===== src/rtl/ccff_pkg.sv =====
// Shared types and defaults for the configuration-chain bitstream loader.
package ccff_pkg;

  localparam int unsigned WORD_W_DEF = 32;
  localparam int unsigned LEN_W_DEF  = 20;

  typedef enum logic [1:0] {
    IDLE,
    FETCH,
    SHIFT,
    DONE
  } state_t;

  function automatic int unsigned BITCNT_W(input int unsigned word_w);
    return $clog2(word_w) + 1;
  endfunction

endpackage


===== src/rtl/ccff_readback_packer.sv =====
// Packs ccff_tail bits LSB first into words and presents them on a valid/ready
// port; asserts block when the next shift must wait for the consumer.
module ccff_readback_packer
  import ccff_pkg::*;
#(
  parameter int unsigned WORD_W = WORD_W_DEF
) (
  input  logic              clk,
  input  logic              rst_n,
  input  logic              clear,
  input  logic              capture,
  input  logic              tail,
  input  logic              last,
  output logic [WORD_W-1:0] rd_data,
  output logic              rd_valid,
  input  logic              rd_ready,
  output logic              block
);

  localparam int unsigned IDX_W = $clog2(WORD_W);

  logic [WORD_W-1:0] acc;
  logic [WORD_W-1:0] word_nxt;
  logic [IDX_W-1:0]  idx;
  logic              complete;

  always_comb begin
    word_nxt      = acc;
    word_nxt[idx] = tail;
  end

  assign complete = capture && (last || (idx == IDX_W'(WORD_W - 1)));
  // Stall whenever a word is (or is about to be) waiting for the consumer.
  assign block    = (rd_valid && !rd_ready) || complete;

  always_ff @(posedge clk or negedge rst_n) begin
    if (!rst_n) begin
      acc      <= '0;
      idx      <= '0;
      rd_data  <= '0;
      rd_valid <= 1'b0;
    end else if (clear) begin
      acc      <= '0;
      idx      <= '0;
      rd_valid <= 1'b0;
    end else begin
      if (rd_valid && rd_ready) rd_valid <= 1'b0;
      if (capture) begin
        if (complete) begin
          rd_data  <= word_nxt;
          rd_valid <= 1'b1;
          acc      <= '0;
          idx      <= '0;
        end else begin
          acc <= word_nxt;
          idx <= idx + IDX_W'(1);
        end
      end
    end
  end

endmodule


===== src/rtl/ccff_bitstream_loader.sv =====
// Serialises host bitstream words onto a tile column's ccff chain and gates prog_clk.
// Define CCFF_READBACK_EN to capture ccff_tail into readback words.
module ccff_bitstream_loader
  import ccff_pkg::*;
#(
  parameter int unsigned WORD_W = WORD_W_DEF,
  parameter int unsigned LEN_W  = LEN_W_DEF
) (
  input  logic              prog_clk,
  input  logic              prog_reset_n,
  input  logic              cfg_start,
  input  logic [LEN_W-1:0]  cfg_len,
  input  logic              cfg_abort,
  input  logic [WORD_W-1:0] wr_data,
  input  logic              wr_valid,
  output logic              wr_ready,
  output logic              ccff_head,
  input  logic              ccff_tail,
  output logic              prog_clk_en,
  output logic              busy,
  output logic              done,
  output logic [WORD_W-1:0] rd_data,
  output logic              rd_valid,
  input  logic              rd_ready
);

  localparam int unsigned BCW = BITCNT_W(WORD_W);

  state_t            state, state_nxt;
  logic [LEN_W-1:0]  remaining;
  logic [BCW-1:0]    bitcnt;
  logic [WORD_W-2:0] shreg;
  logic              abort_busy, handshake, shift_now, last_bit, word_end;
  logic              en_nxt, rb_block;

  assign abort_busy = cfg_abort && (state != IDLE);
  assign wr_ready   = (state == FETCH) && !cfg_abort;
  assign handshake  = wr_ready && wr_valid;
  assign shift_now  = (state == SHIFT) && prog_clk_en && !cfg_abort;
  assign last_bit   = (remaining == LEN_W'(1));
  assign word_end   = (bitcnt == BCW'(WORD_W - 1));
  assign busy       = (state != IDLE);
  assign done       = (state == DONE);

  always_comb begin
    state_nxt = state;
    case (state)
      IDLE:    if (cfg_start) state_nxt = (cfg_len != '0) ? FETCH : DONE;
      FETCH:   if (handshake) state_nxt = SHIFT;
      SHIFT: begin
        if (shift_now) begin
          if (last_bit)      state_nxt = DONE;
          else if (word_end) state_nxt = FETCH;
        end
      end
      DONE:    state_nxt = IDLE;
      default: state_nxt = IDLE;
    endcase
    if (abort_busy) state_nxt = IDLE;
    // Enable is decided a cycle ahead so the gate sees a registered signal.
    en_nxt = (state_nxt == SHIFT) && !rb_block;
  end

  always_ff @(posedge prog_clk or negedge prog_reset_n) begin
    if (!prog_reset_n) state <= IDLE;
    else               state <= state_nxt;
  end

  // shreg holds the not-yet-presented bits; ccff_head holds the current one.
  always_ff @(posedge prog_clk or negedge prog_reset_n) begin
    if (!prog_reset_n) begin
      remaining   <= '0;
      bitcnt      <= '0;
      shreg       <= '0;
      ccff_head   <= 1'b0;
      prog_clk_en <= 1'b0;
    end else begin
      prog_clk_en <= en_nxt;
      if (abort_busy) begin
        ccff_head <= 1'b0;
        remaining <= '0;
        bitcnt    <= '0;
      end else begin
        if ((state == IDLE) && cfg_start) remaining <= cfg_len;
        if (handshake) begin
          shreg     <= wr_data[WORD_W-1:1];
          ccff_head <= wr_data[0];
          bitcnt    <= '0;
        end else if (shift_now) begin
          shreg     <= shreg >> 1;
          ccff_head <= last_bit ? 1'b0 : shreg[0];
          bitcnt    <= bitcnt + BCW'(1);
          remaining <= remaining - LEN_W'(1);
        end
      end
    end
  end

`ifdef CCFF_READBACK_EN
  ccff_readback_packer #(.WORD_W(WORD_W)) u_packer (
    .clk      (prog_clk),
    .rst_n    (prog_reset_n),
    .clear    (abort_busy),
    .capture  (shift_now),
    .tail     (ccff_tail),
    .last     (last_bit),
    .rd_data  (rd_data),
    .rd_valid (rd_valid),
    .rd_ready (rd_ready),
    .block    (rb_block)
  );
`else
  logic unused_rb;
  assign rd_data   = '0;
  assign rd_valid  = 1'b0;
  assign rb_block  = 1'b0;
  assign unused_rb = ^{ccff_tail, rd_ready};
`endif

endmodule

===== config.mk =====
export PLATFORM = sky130hd
export DESIGN_NAME = ccff_bitstream_loader
export DESIGN_NICKNAME = d
export VERILOG_FILES = /design/src/rtl/ccff_pkg.sv /design/src/rtl/ccff_readback_packer.sv /design/src/rtl/ccff_bitstream_loader.sv
export SDC_FILE = /design/constraint.sdc
export NUM_CORES = 1
export LEC_CHECK = 0
export ABC_CLOCK_PERIOD_IN_PS = 2450
export CELL_PAD_IN_SITES_DETAIL_PLACEMENT = 1
export CELL_PAD_IN_SITES_GLOBAL_PLACEMENT = 1
export CORE_ASPECT_RATIO = 1.4
export CORE_UTILIZATION = 30
export DETAILED_ROUTE_END_ITERATION = 16
export PLACE_DENSITY = 0.72
export SYNTH_ARGS = -nofsm -noshare
export SYNTH_HDL_FRONTEND = slang
export SYNTH_SLANG_ARGS = --single-unit
export TNS_END_PERCENT = 10

===== constraint.sdc =====
create_clock -name prog_clk -period 2.45 [get_ports prog_clk]
set_clock_uncertainty 0.2 [all_clocks]
set_input_delay 0.245 -clock prog_clk [delete_from_list [all_inputs] [get_ports prog_clk]]
set_output_delay 0.245 -clock prog_clk [all_outputs]
set_load 0.05 [all_outputs]

==> impl_results.md, run 1 <==
* Drt pass-1 iters at 4
* Avg Synthesized Cell Area at 9.27 sq um
* EDFF count, synth at 0
* Sequential Power Share at 36.4%
* Status: finished clean
* Clock Power Share at 24.9%
* Non-Filler Instances at 600
* Hold_ws at 0.268 ns
* Worst EP required at 2.49 ns
* Top-count cell post-synth: dfrtp_1
* Slew headroom at 42.8%
* Post-CTS setup buffers at 0
* Largest net degree at the start of global routing at 64
* Die area at 12300 sq um
* Worst R2R Path Depth at 4
* Final ANT Viol Nets at 0
* H-tree depth at 3
* Switch share at 39.8%
* FF-to-FF Start: state[0]
* Mapped Cells at 383
* Min-Delay Path Class: input port to flip-flop
* Die W at 94.0 um
* Fillers at 1326
* Fin area at 4600 sq um
* CTS Buf Count at 9
* Clk pin slew, worst setup/hold paths at 0.06 ns
* Vias at 3072
* Area Growth Syn to Fin at 29.5%
* Synth area leader: dfrtp_1
* # diodes at 0
* Kind of critical path: flip-flop to flip-flop
* Power Total at 4720 uW
* Initial antenna violation count at 0
* Dpl cells at 583
* Worst IR drop on VDD at 0.290 mV
* CP max FO at 11
* Final hold viol count at 0
* Post-synth top cells: 61 x dfrtp_1, 54 x nand2_1, 47 x o21ai_0
* Placed Area at 4310 sq um
* # port buffers at 61
* Ranking of synthesized cells by area: dfrtp_1 43%, mux2i_1 8.7%, buf_4 7.2%, o21ai_0 6.6%, nand2_1 5.7%
* Share of layout cells above drive strength 1 at 10.5%
* Final critical-path share of the clock period at 89.3%
* Clock buffer depth at 2
* Root Driver: clkbuf_16
* Hpwl dp at 6950 um
* Drt via density at 5.12
* WL per Instance at 16.0 um
* Starting Density at 31.0%
* DRT iter0 DRCs at 110
* Post-synth cell types at 48
* Yosys reg bits at 61
* P_leak at 0.00207 uW
* CORE AREA at 11500 sq um
* F_max at 457 MHz
* Worst r2r dst: bitcnt[2]
* Pint at 2840 uW
* Top FF cell, synth: dfrtp_1
* CP arrival at 2.23 ns
* Yosys top cell area share at 43.0%
* # IOs at 97
* NumNets Final at 513
* Vias in the first global route at 3220
* FP Rows at 46
* Sequential area share after synthesis at 43.0%
* Global-route wire length before repair at 15300 um
* Final GP Congestion at 0.796
* Die span in y at 131 um
* Final WL at 9600 um
* Overall Global Routing Usage at 16.4%
* Final-report setup violation count at 0
* RSZ-0062 raised after global routing: false
* Async SR Flop Fraction at 100%
* Post-Synthesis Cell Area at 3550 sq um
* Least-Margin Pin Slew at 0.858 ns
* Yosys warnings at 0
* Crit path from: state[0]
* Power density cells at 1030 nW/um^2
* Crit path to: bitcnt[2]
* Fin crit period at 2.19 ns
* Congestion Overflow GR at 0
* CTS Sinks at 61
* TNS Setup at 0 ns
* Comb pwr share at 38.7%
* Clock Latency Late Sink at 0.33 ns
* Element type at the critical path start: flip-flop
* Flop2flop setup slack at 0.26 ns
* DRC at 0
* CTS tree: done
* MaxCap Viol Count at 0
* CP Capture Type: flip-flop
* Pins Over Slew Limit at 0
* NetSw at 1880 uW
worst max-delay path: stages (launching register included):
cell      delay, ns
dfrtp_1        0.52
and4bb_1       0.37
nor3_1         0.69
o21ai_0        0.20
o21ai_0        0.12
timing repair:
action                                 4_1_cts  5_1_grt
resized for setup                            0        0
endpoints found under the hold margin       32        0
hold buffers                                 1        0
per-stage QoR:
| step | setup WS [ns] | utilization [%] |
|---|---|---|
| after floorplan | 0.306 | - |
| final | 0.263 | 40.2 |
| after global placement | 0.117 | 37.7 |
| after CTS | 0.266 | 40.2 |
| after detailed placement | 0.0925 | 37.7 |
| after global routing | 0.0620 | 40.2 |
cell families (layout without fill, tap and decap cells):
| logic type | Yosys count | count (layout) | synth area share, % |
|---|---|---|---|
| compound gates | 100 | 100 | 17.4 |
| xor+xnor | 2 | 2 | 0.493 |
| fa+ha+maj | 3 | 3 | 1.06 |
| buf+inv | 61 | 102 | 10.4 |
| flops | 61 | 61 | 43.0 |
| mux | 31 | 31 | 8.74 |
| other cells | 1 | 33 | 0.106 |
| simple gates | 124 | 124 | 18.8 |
layout make-up:
class                   instances  area, sq um  area share [%]
multi-input cells             293         1810            39.4
flip-flops and latches         61         1530            33.2
repair buffers                 80          781            17.0
clock buffers                   9          225            4.90
well taps                     144          180            3.92
clock inverters                 7         51.3            1.12
inverters                       6         22.5           0.490
cell usage in the layout, fill, tap and decap left out, types with 3 or more instances in the layout:
cell / netlist / layout
nor3_1: 3 / 3
a22oi_1: 4 / 4
a22o_1: 3 / 3
nor4_1: 5 / 5
clkbuf_16: 0 / 9
nor3b_1: 4 / 3
o211ai_1: 8 / 8
clkdlybuf4s50_1: 0 / 57
a31oi_1: 12 / 12
nand4_1: 8 / 8
nand3_1: 4 / 4
conb_1: 1 / 33
a21oi_1: 9 / 9
dfrtp_1: 61 / 61
and2_1: 3 / 3
o21ai_0: 47 / 47
and3_1: 3 / 3
buf_4: 34 / 18
inv_1: 6 / 6
nand2_1: 54 / 54
nor2_1: 15 / 15
o311ai_0: 5 / 5
buf_12: 0 / 3
mux2i_1: 31 / 31
ha_1: 3 / 3
and4_1: 3 / 3
or3_1: 8 / 8
how the worst min path moves through the flow:
stage,startpoint,end,slack [ns],cells past startpoint
2_1_floorplan,prog_reset_n,bitcnt[0],-0.25,0
3_3_place_gp,prog_reset_n,remaining[10],0.19,1
3_5_place_dp,prog_reset_n,remaining[10],0.19,1
4_1_cts,wr_data[19],shreg[18],0.26,3
5_1_grt,wr_data[9],shreg[8],0.27,3
6_report,wr_data[18],shreg[17],0.27,3
routing by layer:
| metal | track usage, % | part of all wire [%] | vias to the layer above |
|---|---|---|---|
| li1 | - | - | 1474 |
| met1 | 18.5 | 41 | 1502 |
| met2 | 29.3 | 53 | 83 |
| met3 | 3.24 | 4.0 | 13 |
| met4 | 8.05 | 2.0 | 0 |
| met5 | 0 | 0 | - |
power groups by stage:
stage | combinational, uW | sequential (uW) | clock (uW)
6_report | 1830 | 1720 | 1180
4_1_cts | 1840 | 1720 | 1210
2_1_floorplan | 1230 | 1670 | 0
3_5_place_dp | 1830 | 1730 | 0
5_1_grt | 2010 | 1770 | 1250
3_3_place_gp | 1770 | 1710 | 0
state kept, by name, indices dropped and copies added, names as in the netlist:
signal	count
bitcnt	6
ccff_head	1
prog_clk_en	1
remaining	20
shreg	31
state	2
No activity file was read; power rests on OpenSTA's default activity.
==> inputs of run 2 (changes only) <==
--- a/config.mk
+++ b/config.mk
@@ -12,6 +12,7 @@
 export CORE_UTILIZATION = 30
 export DETAILED_ROUTE_END_ITERATION = 16
 export PLACE_DENSITY = 0.72
+export SETUP_SLACK_MARGIN = 0.5
 export SYNTH_ARGS = -nofsm -noshare
 export SYNTH_HDL_FRONTEND = slang
 export SYNTH_SLANG_ARGS = --single-unit
==> impl_results.md, run 2 (synthesized netlist as in run 1, its figures left out) <==
* CP Capture Type: flip-flop
* RSZ-0062 raised after global routing: true
* Power Total at 4990 uW
* H-tree depth at 3
* Pins Over Slew Limit at 0
* Root Driver: clkbuf_16
* Starting Density at 31.0%
* DRT iter0 DRCs at 154
* Clock buffer depth at 2
* Kind of critical path: flip-flop to flip-flop
* Hpwl dp at 7210 um
* Die span in y at 131 um
* Share of layout cells above drive strength 1 at 14.7%
* Area Growth Syn to Fin at 33.3%
* FF-to-FF Start: state[1]
* Highest Signal Layer: met4
* Power density cells at 1050 nW/um^2
* Congestion Overflow GR at 0
* CORE AREA at 11500 sq um
* # IOs at 97
* DR WL met2 at 5250 um
* Largest register FFs at 31
* Least-Margin Pin Slew at 0.608 ns
* CTS tree: done
* Min-Delay Path Class: input port to asynchronous set/reset pin
* Clk pin slew, worst setup/hold paths at 0.06 ns
* Global-route wire length before repair at 15600 um
* Vias at 3108
* Worst R2R Path Depth at 5
* Final-report setup violation count at 0
* CTS Sinks at 61
* Post-Place Worst Slack at -0.00140 ns
* Final GP Congestion at 0.822
* CP max FO at 11
* WL met3 at 441 um
* Flop2flop setup slack at 0.44 ns
* CTS Buf Count at 9
* Final WL at 9810 um
* Largest net degree at the start of global routing at 64
* Clock Latency Late Sink at 0.33 ns
* # diodes at 0
* Slew headroom at 59.5%
* Element type at the critical path start: flip-flop
* Final hold viol count at 0
* Initial antenna violation count at 0
* MaxCap Viol Count at 0
* Most frequent cells in the layout: 59 x dfrtp_1, 56 x clkdlybuf4s50_1, 54 x nand2_1, 47 x o21ai_0, 33 x conb_1
* WL per Instance at 16.2 um
* Worst EP required at 2.50 ns
* Commonest non-fill, non-tap cell in the layout: dfrtp_1
* Fin crit period at 2.01 ns
* Placed Area at 4330 sq um
* Crit path from: state[1]
* Final ANT Viol Nets at 0
* Slack of the critical path at 0.438 ns
* Status: finished clean
* Drt via density at 5.12
* Worst IR drop on VDD at 0.312 mV
* Overall Global Routing Usage at 16.5%
* Largest registers: shreg x31, remaining x20, bitcnt x6
* # port buffers at 61
* Fin area at 4740 sq um
* FP Rows at 46
* M1 wire length at 3870 um
* F_max at 497 MHz
* CP arrival at 2.06 ns
* P_leak at 0.00212 uW
* Crit path to: remaining[19]
* Die W at 94.0 um
* DRC at 0
* NumNets Final at 520
* Worst r2r dst: remaining[19]
* Drt pass-1 iters at 4
* Largest register by flop count: shreg
* Final critical-path share of the clock period at 82.1%
* Die area at 12300 sq um
* Vias in the first global route at 3222
-- run 2: changes by cell type in the layout (fill, tap and decap cells not counted), sizes merged --
cell	delta
buf	+7
clkbuf	+2
clkinv	-2
bufinv	+1
clkdlybuf4s50	-1
dlygate4sd2	+1
inv	-1
-- run 2: worst min path at each step --
| stage | slack [ns] | startpoint | depth (start not counted) | end |
|---|---|---|---|---|
| 2_1_floorplan | -0.25 | prog_reset_n | 0 | bitcnt[0] |
| 3_3_place_gp | 0.08 | prog_reset_n | 1 | remaining[12] |
| 3_5_place_dp | 0.1 | prog_reset_n | 1 | remaining[19] |
| 4_1_cts | 0.26 | wr_data[31] | 3 | shreg[30] |
| 5_1_grt | 0.29 | wr_data[24] | 3 | shreg[23] |
| 6_report | 0.26 | prog_reset_n | 2 | remaining[13] |
-- run 2: report_power, final --
part	internal, uW	total, uW	switching (uW)
registers	1390	1710	322
clock network	842	1300	454
logic	838	1980	1140
total	3070	4990	1920
-- run 2: repair_timing --
| item | 4_1_cts | 5_1_grt |
|---|---|---|
| endpoints found under the setup margin | 27 | 38 |
| buffers inserted | 0 | 6 |
| pin swaps | 0 | 7 |
| hold endpoints to repair | 24 | 0 |
| hold buffers | 1 | 0 |
| gates cloned | 0 | 0 |
| gates resized for setup | 5 | 13 |
-- run 2: worst max-delay path, cell delays in order (launching register included) --
cell	delay, ns
dfrtp_1	0.48
and4bb_2	0.48
buf_4	0.20
mux2i_1	0.08
a211o_1	0.32
nor3b_2	0.17
-- run 2: per-layer routing --
| metal | global-route usage [%] | vias up |
|---|---|---|
| li1 | - | 1484 |
| met4 | 7.87 | 0 |
| met3 | 2.95 | 19 |
| met5 | 0 | - |
| met2 | 31.0 | 94 |
| met1 | 17.8 | 1511 |
-- run 2: final cells by class --
class                           count  area, sq um
Clock buffer                       11          253
Clock inverter                      5         58.8
Fill cell                        1335         6720
Inverter                            6         22.5
Multi-Input combinational cell    293         1860
Sequential cell                    61         1530
Tap cell                          144          180
Timing Repair Buffer               87          832
-- run 2: through the flow --
stage | TNS (ns) | hold WS [ns] | instances | utilization [%]
after global routing | 0 | 0.294 | 607 | 41.3
after CTS | 0 | 0.265 | 601 | 40.6
after detailed placement | -0.00140 | 0.0953 | 584 | 37.8
final | 0 | 0.260 | 607 | 41.3
after floorplan | 0 | -0.251 | 415 | -
after global placement | 0 | 0.0752 | 584 | 37.8
